===== config.mk =====
export PLATFORM = sky130hd
export DESIGN_NAME = cpc_sdram_arbiter
export DESIGN_NICKNAME = d
export VERILOG_FILES = /design/src/rtl/cpc_mem_pkg.sv /design/src/rtl/cpc_arb_pick.sv /design/src/rtl/cpc_sdram_arbiter.sv
export SDC_FILE = /design/constraint.sdc
export NUM_CORES = 1
export LEC_CHECK = 0
export CAP_MARGIN = 20
export CORE_MARGIN = 2
export CORE_UTILIZATION = 32
export DETAILED_ROUTE_END_ITERATION = 6
export HOLD_SLACK_MARGIN = 0.12
export PLACE_DENSITY = 0.77
export SETUP_SLACK_MARGIN = 0.3
export SYNTH_ARGS = -nofsm -noshare
export SYNTH_HDL_FRONTEND = slang
export SYNTH_SLANG_ARGS = --single-unit

===== constraint.sdc =====
create_clock -name clk_sys -period 2.59 [get_ports clk_sys]
set_clock_uncertainty 0.15 [all_clocks]
set_input_delay 0.259 -clock clk_sys [delete_from_list [all_inputs] [get_ports clk_sys]]
set_output_delay 0.259 -clock clk_sys [all_outputs]
set_load 0.05 [all_outputs]

===== src/rtl/cpc_mem_pkg.sv =====
// Shared types and ROM-bank helper for the CPC SDRAM arbiter.
// Bank IDs are address bits [22:14] (16 KB granularity).
package cpc_mem_pkg;

    typedef enum logic [1:0] {
        ARB_IDLE,
        ARB_ISSUE,
        ARB_WAIT,
        ARB_DONE
    } arb_state_t;

    typedef enum logic [1:0] {
        SRC_BOOT,
        SRC_CPU,
        SRC_DMA
    } arb_src_t;

    localparam logic [8:0] ROM_BANK_LOW_MAX = 9'h0FF;
    localparam logic [8:0] ROM_BANK_LOWER   = 9'h100;
    localparam logic [8:0] ROM_BANK_AMSDOS  = 9'h107;

    function automatic logic is_rom_bank(input logic [8:0] bank);
        return (bank <= ROM_BANK_LOW_MAX) || (bank == ROM_BANK_LOWER) ||
               (bank == ROM_BANK_AMSDOS);
    endfunction

endpackage


===== src/rtl/cpc_arb_pick.sv =====
// Combinational requester selector: boot first, then dma when the cpu has
// hogged FAIR_MAX slots in a row, then cpu, then dma.
module cpc_arb_pick
    import cpc_mem_pkg::*;
#(
    parameter int FAIR_MAX = 4
) (
    input  logic       boot_req,
    input  logic       cpu_req,
    input  logic       dma_req,
    input  logic [2:0] fair_cnt,
    output arb_src_t   src,
    output logic       valid
);

    localparam logic [2:0] FAIR_LIM = 3'(FAIR_MAX);

    // NOTE: every output gets a default before the priority chain, so no latch is inferred.
    always_comb begin
        src   = SRC_DMA;
        valid = boot_req | cpu_req | dma_req;
        if (boot_req) begin
            src = SRC_BOOT;
        end else if (dma_req && (fair_cnt == FAIR_LIM)) begin
            src = SRC_DMA;
        end else if (cpu_req) begin
            src = SRC_CPU;
        end
    end

endmodule


===== src/rtl/cpc_sdram_arbiter.sv =====
// One-access-per-clkref arbiter in front of zsdram for boot, cpu and dma.
// Define ARB_ROM_WP_EN to suppress cpu writes that land in ROM banks.
module cpc_sdram_arbiter
    import cpc_mem_pkg::*;
#(
    parameter int RD_LAT   = 8,
    parameter int FAIR_MAX = 4
) (
    input  logic        clk_sys,
    input  logic        RESET_n,
    input  logic        clkref,
    input  logic        boot_req,
    input  logic [22:0] boot_a,
    input  logic [7:0]  boot_d,
    output logic        boot_ack,
    input  logic        cpu_req,
    input  logic        cpu_we,
    input  logic [22:0] cpu_a,
    input  logic [7:0]  cpu_d,
    output logic [7:0]  cpu_q,
    output logic        cpu_ack,
    input  logic        dma_req,
    input  logic        dma_we,
    input  logic [22:0] dma_a,
    input  logic [7:0]  dma_d,
    output logic [7:0]  dma_q,
    output logic        dma_ack,
    output logic        mem_oe,
    output logic        mem_we,
    output logic [22:0] mem_a,
    output logic [7:0]  mem_din,
    input  logic [7:0]  mem_dout,
    output logic        busy
);

    localparam logic [3:0] WAIT_LOAD = 4'(RD_LAT - 2);
    localparam logic [2:0] FAIR_LIM  = 3'(FAIR_MAX);

    arb_state_t  state, state_nx;
    arb_src_t    pick_src, cur_src;
    logic        pick_valid;
    logic        grant;
    logic [3:0]  wait_cnt;
    logic [2:0]  fair_cnt;
    logic        sel_we;
    logic        sel_wr_en;
    logic [22:0] sel_a;
    logic [7:0]  sel_d;

    cpc_arb_pick #(
        .FAIR_MAX (FAIR_MAX)
    ) u_pick (
        .boot_req (boot_req),
        .cpu_req  (cpu_req),
        .dma_req  (dma_req),
        .fair_cnt (fair_cnt),
        .src      (pick_src),
        .valid    (pick_valid)
    );

    always_comb begin
        sel_we = 1'b1;
        sel_a  = boot_a;
        sel_d  = boot_d;
        case (pick_src)
            SRC_CPU: begin
                sel_we = cpu_we;
                sel_a  = cpu_a;
                sel_d  = cpu_d;
            end
            SRC_DMA: begin
                sel_we = dma_we;
                sel_a  = dma_a;
                sel_d  = dma_d;
            end
            default: ;
        endcase
    end

`ifdef ARB_ROM_WP_EN
    // A blocked cpu write still owns its slot; only the strobe is withheld.
    assign sel_wr_en = !((pick_src == SRC_CPU) && is_rom_bank(cpu_a[22:14]));
`else
    assign sel_wr_en = 1'b1;
`endif

    always_comb begin
        state_nx = state;
        grant    = 1'b0;
        case (state)
            ARB_IDLE: begin
                if (clkref && pick_valid) begin
                    state_nx = ARB_ISSUE;
                    grant    = 1'b1;
                end
            end
            ARB_ISSUE: state_nx = ARB_WAIT;
            ARB_WAIT:  if (wait_cnt == 4'd0) state_nx = ARB_DONE;
            ARB_DONE:  state_nx = ARB_IDLE;
            default:   state_nx = ARB_IDLE;
        endcase
    end

    // NOTE: sequential state is updated with non-blocking assignments only.
    always_ff @(posedge clk_sys or negedge RESET_n) begin
        if (!RESET_n) state <= ARB_IDLE;
        else          state <= state_nx;
    end

    always_ff @(posedge clk_sys or negedge RESET_n) begin
        if (!RESET_n) begin
            cur_src  <= SRC_BOOT;
            wait_cnt <= '0;
            mem_oe   <= 1'b0;
            mem_we   <= 1'b0;
            mem_a    <= '0;
            mem_din  <= '0;
            boot_ack <= 1'b0;
            cpu_ack  <= 1'b0;
            dma_ack  <= 1'b0;
            cpu_q    <= '0;
            dma_q    <= '0;
        end else begin
            boot_ack <= 1'b0;
            cpu_ack  <= 1'b0;
            dma_ack  <= 1'b0;
            case (state)
                ARB_IDLE: begin
                    if (grant) begin
                        cur_src <= pick_src;
                        mem_oe  <= ~sel_we;
                        mem_we  <= sel_we & sel_wr_en;
                        mem_a   <= sel_a;
                        mem_din <= sel_d;
                    end
                end
                ARB_ISSUE: wait_cnt <= WAIT_LOAD;
                ARB_WAIT: begin
                    // Leaving WAIT is exactly RD_LAT edges after the issue edge.
                    if (wait_cnt == 4'd0) begin
                        case (cur_src)
                            SRC_BOOT: boot_ack <= 1'b1;
                            SRC_CPU: begin
                                cpu_ack <= 1'b1;
                                if (mem_oe) cpu_q <= mem_dout;
                            end
                            SRC_DMA: begin
                                dma_ack <= 1'b1;
                                if (mem_oe) dma_q <= mem_dout;
                            end
                            default: ;
                        endcase
                    end else begin
                        wait_cnt <= wait_cnt - 4'd1;
                    end
                end
                ARB_DONE: begin
                    mem_oe <= 1'b0;
                    mem_we <= 1'b0;
                end
                default: ;
            endcase
        end
    end

    always_ff @(posedge clk_sys or negedge RESET_n) begin
        if (!RESET_n) begin
            fair_cnt <= '0;
        end else if (!dma_req) begin
            fair_cnt <= '0;
        end else if (grant && (pick_src == SRC_DMA)) begin
            fair_cnt <= '0;
        end else if (grant && (pick_src == SRC_CPU) && (fair_cnt != FAIR_LIM)) begin
            fair_cnt <= fair_cnt + 3'd1;
        end
    end

    assign busy = (state != ARB_IDLE);

endmodule


* Word-level counts from Yosys, hierarchy flattened
Cells that the tools add are included.
** Storage, ports and cells
- Flip-flop bits (word level) :: 63
- Latch bits :: 0
- Memory bits (read-only) :: 0
- Memories kept :: 0
- Input bits :: 109
- RAM bits :: 0
- Output and inout bits :: 53
** Cells by class
- Equal/unequal tests :: 14
- Add/subtract/negate cells :: 2
- $mul :: 0
- Reductions and logical operators :: 17
- Div/mod/pow operators :: 0
- Order comparisons :: 0
- Muxes and demuxes :: 29
- Bitwise gates (word level) :: 3
- Shifts and indexed selects :: 0
** Operator list (count)
- $pmux W23 S2 :: 1
- $pmux W8 S2 :: 1
- $mux W1 :: 13
- $mux W2 :: 5
- $mux W3 :: 3
- $eq A2 B2 Y1 const B :: 4
- $ne A2 B2 Y1 const B :: 4
- $pmux W2 S4 :: 1
- $pmux W4 S2 :: 1
- $reduce_and A2 Y1 :: 4
- $reduce_and A4 Y1 :: 2
- $eq A2 B1 Y1 const B :: 3
- $pmux W1 S2 :: 3
- $reduce_bool A2 Y1 :: 3
- $logic_and A1 B1 Y1 :: 5
- $logic_not A2 Y1 :: 2
- $logic_not A4 Y1 :: 1
- $mux W4 :: 1
- $sub A4 B1 Y4 const B :: 1
- $add A3 B1 Y3 const B :: 1
- $eq A3 B3 Y1 const B :: 1
- $ne A3 B1 Y1 const B :: 1
- $ne A3 B3 Y1 const B :: 1
- $or A1 B1 Y1 :: 2
- $not A1 Y1 :: 1

* Depth between registers and ports, before layout
Gate-level depths: netlist of the first run.
- Depth after elaboration :: 10
- Gate-level depth with buffers :: 10
- Depth with buffers taken out :: 9

* Cells and area by module
Synthesis of the first run repeated with hierarchy kept, for this count alone.
** Unflattened totals
- Cells, all modules :: 310
- Area, all modules :: 3159.3 µm²
** Modules (own cells, without submodules)
- cpc_sdram_arbiter :: area an instance 3128.0 µm², times used 1, cells each 306
- cpc_arb_pick :: area an instance 31.3 µm², times used 1, cells each 4

* Worst setup path before layout of the first run
OpenSTA, ideal clock, no wires.
- Kind :: register -> register
- From :: reg fair_cnt[0]
- To :: reg mem_a[0]
- Path buffers :: 2
- Required time :: 2.345 ns
- Arrival time :: 2.013 ns
- Cell stages (with the launch flop) :: 11
- Clock period less this slack :: 2.258 ns
- Slack :: 0.332 ns
- Setup time :: 0.095 ns
- Cell sequence :: dfrtp_1 inv_1 ha_1 nand3_1 a21oi_1 inv_1 ha_1 clkbuf_1 clkbuf_1 a221oi_1 o31ai_1
** Between the ends
- Cells in the longest elaborated chain, start to end :: 6
- Elaborated cells between the ends (all ways) :: 7
** RTL lines
- start, declared :: line cpc_sdram_arbiter.sv:44 : logic [2:0] fair_cnt;
- start signal, assigned :: line cpc_sdram_arbiter.sv:174 : fair_cnt <= fair_cnt + 3'd1;
- $eq A3 B3 Y1 (*) :: line cpc_arb_pick.sv:24 : end else if (dma_req && (fair_cnt == FAIR_LIM)) begin
- $logic_and A1 B1 Y1 (*) :: line cpc_arb_pick.sv:24
- $mux W2 (*) :: line cpc_arb_pick.sv:24
- $mux W2 (*) :: line cpc_arb_pick.sv:22 : if (boot_req) begin
- named net pick_src[1] :: line cpc_sdram_arbiter.sv:40 : arb_src_t pick_src, cur_src;
- $eq A2 B2 Y1 or $eq A2 B1 Y1 (tied branches) :: line cpc_sdram_arbiter.sv:65 : case (pick_src)
- $pmux W23 S2 (*) :: line cpc_sdram_arbiter.sv:65
- end signal, assigned :: line cpc_sdram_arbiter.sv:133 : mem_a <= sel_a;
- end, declared :: line cpc_sdram_arbiter.sv:30 : output logic [22:0] mem_a,
Mark *: on every way through the listed nets, which the timed path passes. The rest lies on a longest branch.
A chain may end at the register's enable or synchronous reset.

* Worst setup path after layout of the first run
- From :: reg fair_cnt[0]
- To :: reg fair_cnt[0]
** Between the ends
- Cells in the longest elaborated chain, start to end :: 8
- Elaborated cells between the ends (all ways) :: 15
** RTL lines (line)
- $eq A3 B3 Y1 (*) :: cpc_arb_pick.sv:24
- $logic_and A1 B1 Y1 (*) :: cpc_arb_pick.sv:24
- $mux W2 (*) :: cpc_arb_pick.sv:24
- $mux W2 (*) :: cpc_arb_pick.sv:22
- named net pick_src[1] :: cpc_sdram_arbiter.sv:40
- $eq A2 B1 Y1 or $eq A2 B2 Y1 (tied branches) :: cpc_sdram_arbiter.sv:173, cpc_sdram_arbiter.sv:171
- $logic_and A1 B1 Y1 (on tied branches) :: cpc_sdram_arbiter.sv:173, cpc_sdram_arbiter.sv:171
- $logic_and A1 B1 Y1 or $mux W3 (tied branches) :: cpc_sdram_arbiter.sv:173, cpc_sdram_arbiter.sv:171
- $ne A3 B1 Y1 (no source line) or $mux W3 (tied branches)
Mark *: on every way through the listed nets, which the timed path passes. The rest lies on a longest branch. The select of a mux whose other input is x is not followed.

==> tab_implementation.tex, run 1 <==
\begin{tabular}{lr}
\hline
Metric & Value \\
\hline
\multicolumn{2}{l}{\textbf{Setup path}} \\
Critical path class & reg2reg \\
Worst R2R Start & fair\_cnt[0] \\
Maximum fanout count along the critical path & 6 \\
Critical Path Source Type & register \\
R2r setup slk & 0.40 ns \\
Cell depth of the worst flop-to-flop path & 8 \\
Endpoint arrival time on the critical path & around 2.2 ns \\
Worst Path Required & 2.64 ns \\
Critical Path Sink Type & register \\
Capturing point of the worst reg2reg path & fair\_cnt[0] \\
\multicolumn{2}{l}{\textbf{Place}} \\
Count of buffers from port buffering & 161 \\
Number of placed instances, taps included & approximately 600 \\
Post-DP HPWL & 6960 microns \\
Dpl ws & 0.0386 ns \\
Final GP Congestion & 0.812 \\
\multicolumn{2}{l}{\textbf{Routing}} \\
Number of DRC markers in iteration 0 & 99 \\
Drt via density & between 4 and 5 \\
Count of vias placed by the detailed router & about 3000 \\
Total wirelength of the detailed-routed design & between 9000 and 10000 microns \\
DR DRC count & 0 \\
First drt pass iteration count & 5 \\
Remaining antenna violation count after routing & 0 \\
Wire per inst & 15.1 microns \\
\multicolumn{2}{l}{\textbf{Logic synthesis}} \\
Post-Syn Area per Cell & 10.7 sq um \\
Post-synthesis cell type count & 41 \\
Number of instances in the synthesized netlist & 307 \\
Sequential element share of the synthesized area & 0.482 \\
Yosys synthesis warning count & 0 \\
Post-synthesis net count & between 400 and 500 \\
Summed instance area of the synthesized netlist & 3270 sq um \\
Number of flops mapped to enable cells by yosys & 0 \\
Register bit count reported by yosys & 63 \\
Most used flip-flop cell after synthesis & dfrtp\_1 \\
FFs w/ async S/R, synth & 1.00 \\
\multicolumn{2}{l}{\textbf{Floorplanning}} \\
Count of standard-cell rows & 36 \\
Height of the chip & 105 microns \\
Core area & $\sim$9900 sq um \\
Horizontal die dimension & around 110 microns \\
Number of ports placed on the die boundary & 162 \\
Initial Utilization & 0.332 \\
Die outline area & 11000 sq um \\
\multicolumn{2}{l}{\textbf{STA}} \\
Post-layout minimum cycle time & 2.19 ns \\
Setup TNS after final layout & 0 ns \\
Final Hold Fails & 0 \\
Achievable frequency & roughly 460 MHz \\
Final critical-path setup slack & between 0.3 and 0.4 ns \\
Max transition margin & 0.539 \\
Setup repair after global routing missed its margin & false \\
Post-route clock period utilization & 0.846 \\
Worst Tran Pin Value & roughly 0.7 ns \\
Final Slew Violations & 0 \\
Final setup violating endpoints & 0 \\
\multicolumn{2}{l}{\textbf{Worst hold path}} \\
Hold path depth & 2 \\
Hold endpoint & mem\_a[3] \\
Hold path start & mem\_a[3] \\
Path category of the worst min-delay check & reg2reg \\
\multicolumn{2}{l}{\textbf{Power and ir drop}} \\
P\_sw & 2.06 mW \\
Sequential share of power & 0.318 \\
PwrDens & between 800 and 900 nW/um\^{}2 \\
Portion of total power attributed to the clock network & 0.165 \\
Switching share of total power & 0.441 \\
Pleak & 2.25 nW \\
Internal & 2.61 mW \\
Share of power burned in combinational logic & 0.518 \\
Worst vdd rail ir drop & about 420 uV \\
\multicolumn{2}{l}{\textbf{GRT}} \\
Number of antenna violations at the first check in global routing & 0 \\
Total routing resource utilization after global routing & 0.169 \\
Gr ovfl total & 0 \\
Via count of the first global-routing pass & slightly above 3000 \\
Pin count of the biggest net entering global routing & 37 \\
First-pass GRT wire length & between 10000 and 15000 microns \\
\multicolumn{2}{l}{\textbf{Run}} \\
Max Cap Viol & 0 \\
\multicolumn{2}{l}{\textbf{Clock tree}} \\
Clock tree from TritonCTS & built \\
Clock buffer count from CTS & 9 \\
Clock transition at the register clock pins on the worst setup and hold paths after CTS & 0.07 ns \\
Buffer cell driving the clock tree root & clkbuf\_8 \\
Number of buffers on the longest clock path & 2 \\
Clock net sink count & 63 \\
Clock latency on the worst-skew pair & 0.33 ns \\
Number of H-tree levels & 3 \\
\multicolumn{2}{l}{\textbf{Finish}} \\
Share of final-layout standard cells stronger than drive strength 1 & 0.135 \\
Final instance count without filler cells & 607 \\
Area overhead of the layout relative to synthesis & 63.5\% \\
Nets & 588 \\
Number of antenna cells inserted & 0 \\
\multicolumn{2}{l}{\textbf{Outcome}} \\
Result of the run & complete, no violations \\
\hline
\end{tabular}
[registers in the layout, summed over array words and instances (netlist names)]
name / flops
state: 2
fair_cnt: 3
boot_ack: 1
dma_ack: 1
dma_q: 8
cpu_ack: 1
mem_we: 1
mem_din: 8
mem_a: 23
wait_cnt: 4
mem_oe: 1
cpu_q: 8
cur_src: 2
[how the worst max path moves through the flow]
stage,from,to,slack [ns],cells past startpoint
floorplan,fair_cnt[0],mem_a[0],0.33,10
global placement,dma_req,mem_a[9],0.13,8
detailed placement,dma_req,mem_a[9],0.04,8
CTS,fair_cnt[0],fair_cnt[2],0.32,8
global route,fair_cnt[0],fair_cnt[2],0.31,8
finish,fair_cnt[0],fair_cnt[0],0.40,8
[placed cells by master (no fill, tap or decap), types with 2 or more instances in the layout]
cell type | netlist | routed
clkdlybuf4s50_1 | 0 | 159
dfrtp_1 | 63 | 63
nand2_1 | 38 | 38
nor2b_1 | 33 | 33
o31ai_1 | 32 | 32
a221oi_1 | 31 | 28
mux2_2 | 17 | 17
clkbuf_8 | 0 | 11
buf_4 | 2 | 10
inv_1 | 10 | 9
nand3_1 | 8 | 7
ha_1 | 10 | 7
buf_12 | 0 | 4
o211ai_1 | 3 | 3
a221oi_2 | 0 | 3
a21oi_1 | 4 | 3
clkinvlp_4 | 0 | 3
nor2_1 | 2 | 2
nand2b_1 | 2 | 2
mux2i_1 | 2 | 2
o21ai_0 | 2 | 2
and3_1 | 2 | 2
ha_4 | 0 | 2
clkinv_2 | 0 | 2
[synthesized netlist by cell type (all sizes together), types with 3 or more instances]
| master | instances | area (sq um) |
|---|---|---|
| a21oi | 4 | 20.0 |
| a221oi | 31 | 272 |
| buf | 11 | 60.1 |
| clkbuf | 15 | 56.3 |
| dfrtp | 63 | 1580 |
| ha | 10 | 125 |
| inv | 10 | 37.5 |
| mux2 | 18 | 203 |
| nand2 | 38 | 143 |
| nand3 | 8 | 40.0 |
| nor2b | 33 | 206 |
| o211ai | 3 | 22.5 |
| o31ai | 32 | 240 |
| or3b | 3 | 28.8 |
[critical path, stage by stage, from the launching register on]
cell	delay (ns)
dfrtp_1	0.40
inv_2	0.08
ha_4	0.15
nand3_2	0.08
a21oi_2	0.21
ha_2	0.24
and2b_2	0.26
and3_1	0.19
a311o_1	0.32
[layer usage]
metal  routed length [microns]  global-route usage
met5                         0                   0
met4                        91              0.0600
met3                       678              0.0455
met2                      4650               0.301
met1                      3730               0.193
[power groups by stage]
stage / clock (mW) / combinational (mW) / sequential [mW]
final: 0.770 / 2.42 / 1.49
after global routing: 0.851 / 2.59 / 1.53
after global placement: 0 / 2.38 / 1.49
after detailed placement: 0 / 2.42 / 1.50
after CTS: 0.801 / 2.44 / 1.49
after floorplan: 0 / 0.711 / 2.29
[cell type report]
cell class / count / area, sq um
fillers: 868 / 4520
well taps: 133 / 166
inverters: 10 / 37.5
flip-flops and latches: 63 / 1580
clock inverters: 5 / 32.5
clock buffers: 11 / 151
multi-input cells: 208 / 1600
repair buffers: 177 / 1790
[timing repair]
item                                   in CTS  in global routing
resized for setup                          11                  7
pin swaps                                   1                  2
gates cloned                                0                  0
setup endpoints to repair                  36                 35
endpoints found under the hold margin      28                  0
hold buffers                                1                  0
buffers inserted                            2                  1
[cell families after synthesis]
logic type	count (synthesis)	synth area share
buffers and inverters	36	0.0471
AOI/OAI and AO/OA	80	0.200
muxes	20	0.0681
and+or+nand+nor	98	0.165
adders and majority gates	10	0.0383
DFF	63	0.482
[through the flow]
step	util	cell area (sq um)	hold WS (ns)	total power, mW
2_1_floorplan	-	3270	-0.187	3.00
3_3_place_gp	0.512	5050	0.192	3.87
3_5_place_dp	0.512	5050	0.191	3.92
4_1_cts	0.538	5300	0.334	4.73
5_1_grt	0.542	5350	0.359	4.97
6_report	0.542	5350	0.329	4.68
(Power assumes the default switching activity.)
==> run 2, diff against run 1 <==
Settings changed: PLACE_DENSITY 0.77 to 0.8.
Clock period 2.59 ns to 1.9 ns, I/O delays scaled along.
==> tab_implementation.tex, run 2 (synthesis results as in run 1) <==
\begin{tabular}{lr}
\hline
Metric & Value \\
\hline
\multicolumn{2}{l}{\textbf{GRT}} \\
Total routing resource utilization after global routing & 0.177 \\
Gr ovfl total & 0 \\
Pin count of the biggest net entering global routing & 64 \\
Met2 track demand over resource in global routing & 0.332 \\
Number of antenna violations at the first check in global routing & 0 \\
Layer carrying the most global-route usage & met2 \\
First-pass GRT wire length & 15700 microns \\
GR Layer Usage met1 & 0.195 \\
Via count of the first global-routing pass & $\sim$3200 \\
Global routing met3 resource utilization & 0.0437 \\
\multicolumn{2}{l}{\textbf{Setup path}} \\
Capturing point of the worst reg2reg path & fair\_cnt[0] \\
R2r setup slk & -0.21 ns \\
Worst Path Required & 1.96 ns \\
Critical Path Source Type & register \\
Maximum fanout count along the critical path & 5 \\
Worst setup startpoint & fair\_cnt[0] \\
Critical path class & reg2reg \\
Cell depth of the worst flop-to-flop path & 8 \\
Worst R2R Start & fair\_cnt[0] \\
Endpoint arrival time on the critical path & 2.17 ns \\
Worst setup endpoint & fair\_cnt[0] \\
Critical Path Sink Type & register \\
\multicolumn{2}{l}{\textbf{Outcome}} \\
Result of the run & complete, but fails checks \\
Failing checks & negative setup slack \\
\multicolumn{2}{l}{\textbf{STA}} \\
Post-route clock period utilization & 1.11 \\
Achievable frequency & 474 MHz \\
Final setup violating endpoints & 36 \\
Setup repair after global routing missed its margin & true \\
Post-layout minimum cycle time & between 2 and 2.5 ns \\
Max transition margin & 0.654 \\
Worst Tran Pin Value & 0.522 ns \\
Final Hold Fails & 0 \\
Final critical-path setup slack & -0.211 ns \\
Final Slew Violations & 0 \\
\multicolumn{2}{l}{\textbf{Routing}} \\
Drt via density & 4.96 \\
DR DRC count & 0 \\
Count of vias placed by the detailed router & 3159 \\
Total wirelength of the detailed-routed design & 10100 microns \\
Remaining antenna violation count after routing & 0 \\
Number of DRC markers in iteration 0 & 161 \\
Wire per inst & 15.8 microns \\
First drt pass iteration count & 4 \\
\multicolumn{2}{l}{\textbf{Clock tree}} \\
Clock latency on the worst-skew pair & 0.33 ns \\
Clock buffer count from CTS & 9 \\
Number of buffers on the longest clock path & 2 \\
Clock tree from TritonCTS & built \\
Number of H-tree levels & 3 \\
Clock transition at the register clock pins on the worst setup and hold paths after CTS & about 0.070 ns \\
Buffer cell driving the clock tree root & clkbuf\_8 \\
Clock net sink count & 63 \\
\multicolumn{2}{l}{\textbf{Power and ir drop}} \\
PwrDens & 1150 nW/um\^{}2 \\
Portion of total power attributed to the clock network & 0.169 \\
Post-layout power & 6.85 mW \\
Internal & 3.79 mW \\
P\_sw & 3.06 mW \\
Pleak & 2.70 nW \\
Share of power burned in combinational logic & 0.536 \\
Switching share of total power & 0.447 \\
Sequential share of power & 0.296 \\
Worst vdd rail ir drop & between 500 and 600 uV \\
\multicolumn{2}{l}{\textbf{Finish}} \\
Area overhead of the layout relative to synthesis & 81.6\% \\
Finished Core Util & 0.602 \\
Largest reg by FF count & mem\_a \\
Nets & 618 \\
Share of final-layout standard cells stronger than drive strength 1 & 0.306 \\
Highest-count cells in the layout ignoring fill and taps & clkdlybuf4s50\_1, dfrtp\_1, nand2\_1 \\
Number of antenna cells inserted & 0 \\
Most common cell after layout, fill and taps aside & clkdlybuf4s50\_1 \\
Flip-flop count of the largest register after layout & 23 \\
\multicolumn{2}{l}{\textbf{Floorplanning}} \\
Initial Utilization & 0.332 \\
Core area & 9860 sq um \\
Number of ports placed on the die boundary & 162 \\
Horizontal die dimension & 105 microns \\
Die outline area & 11000 sq um \\
Count of standard-cell rows & 36 \\
Height of the chip & 105 microns \\
\multicolumn{2}{l}{\textbf{Run}} \\
Max Cap Viol & 0 \\
\multicolumn{2}{l}{\textbf{Place}} \\
Post-DP HPWL & 7000 microns \\
Final GP Congestion & 0.777 \\
Count of buffers from port buffering & 161 \\
\multicolumn{2}{l}{\textbf{Worst hold path}} \\
Path category of the worst min-delay check & in2reg \\
\hline
\end{tabular}
-- run 2: worst min-delay path by stage --
stage / start / end / slack [ns] / cells after the start
final: boot_req / cur_src[0] / 0.21 / 3
after global routing: boot_req / cur_src[0] / 0.23 / 3
after CTS: RESET_n / cpu_q[6] / 0.25 / 3
after detailed placement: RESET_n / boot_ack / 0.08 / 2
after global placement: RESET_n / dma_ack / 0.08 / 2
after floorplan: RESET_n / boot_ack / -0.26 / 0
-- run 2: stage by stage --
stage | setup slack (ns) | TNS [ns] | hold slack, ns | std cells | cell area (sq um)
after floorplan | -0.191 | -4.89 | -0.256 | 307 | 3550
after global placement | -0.340 | -9.50 | 0.0788 | 602 | 5360
after detailed placement | -0.402 | -11.84 | 0.0819 | 602 | 5360
after CTS | -0.176 | -3.98 | 0.254 | 633 | 5780
after global routing | -0.291 | -8.20 | 0.231 | 637 | 5940
final | -0.211 | -3.81 | 0.205 | 637 | 5940
-- run 2: layout make-up --
cell class / count / area (sq um)
Timing Repair Buffer: 207 / 2020
Multi-Input combinational cell: 208 / 1930
Tap cell: 133 / 166
Inverter: 10 / 42.5
Fill cell: 827 / 3930
Clock inverter: 7 / 72.6
Sequential cell: 63 / 1580
Clock buffer: 9 / 124
-- run 2: per-layer routing --
layer	part of all wire	wire, microns
met1	0.40	4030
met3	0.055	557
met4	0.0085	85
met2	0.53	5380
met5	0	0
-- run 2: critical path: stages (launching register included) --
cell     delay [ns]
dfrtp_1        0.40
inv_2          0.07
ha_4           0.15
nand3_4        0.08
a21oi_4        0.19
ha_2           0.24
and2b_2        0.26
nor4b_4        0.14
a311o_1        0.31
-- run 2: timing repair --
item / CTS / global route
hold buffers: 1 / 0
buffers inserted: 14 / 3
gates resized for setup: 88 / 50
gates cloned: 0 / 1
setup endpoints to repair: 107 / 85
hold endpoints to repair: 63 / 0
pin swaps: 11 / 10
-- run 2: power groups by stage --
stage / combinational, mW / clock [mW] / sequential [mW]
floorplan: 1.12 / 0 / 3.13
global placement: 3.41 / 0 / 2.04
detailed placement: 3.48 / 0 / 2.06
CTS: 3.59 / 1.19 / 2.02
global route: 3.93 / 1.24 / 2.08
finish: 3.67 / 1.16 / 2.02
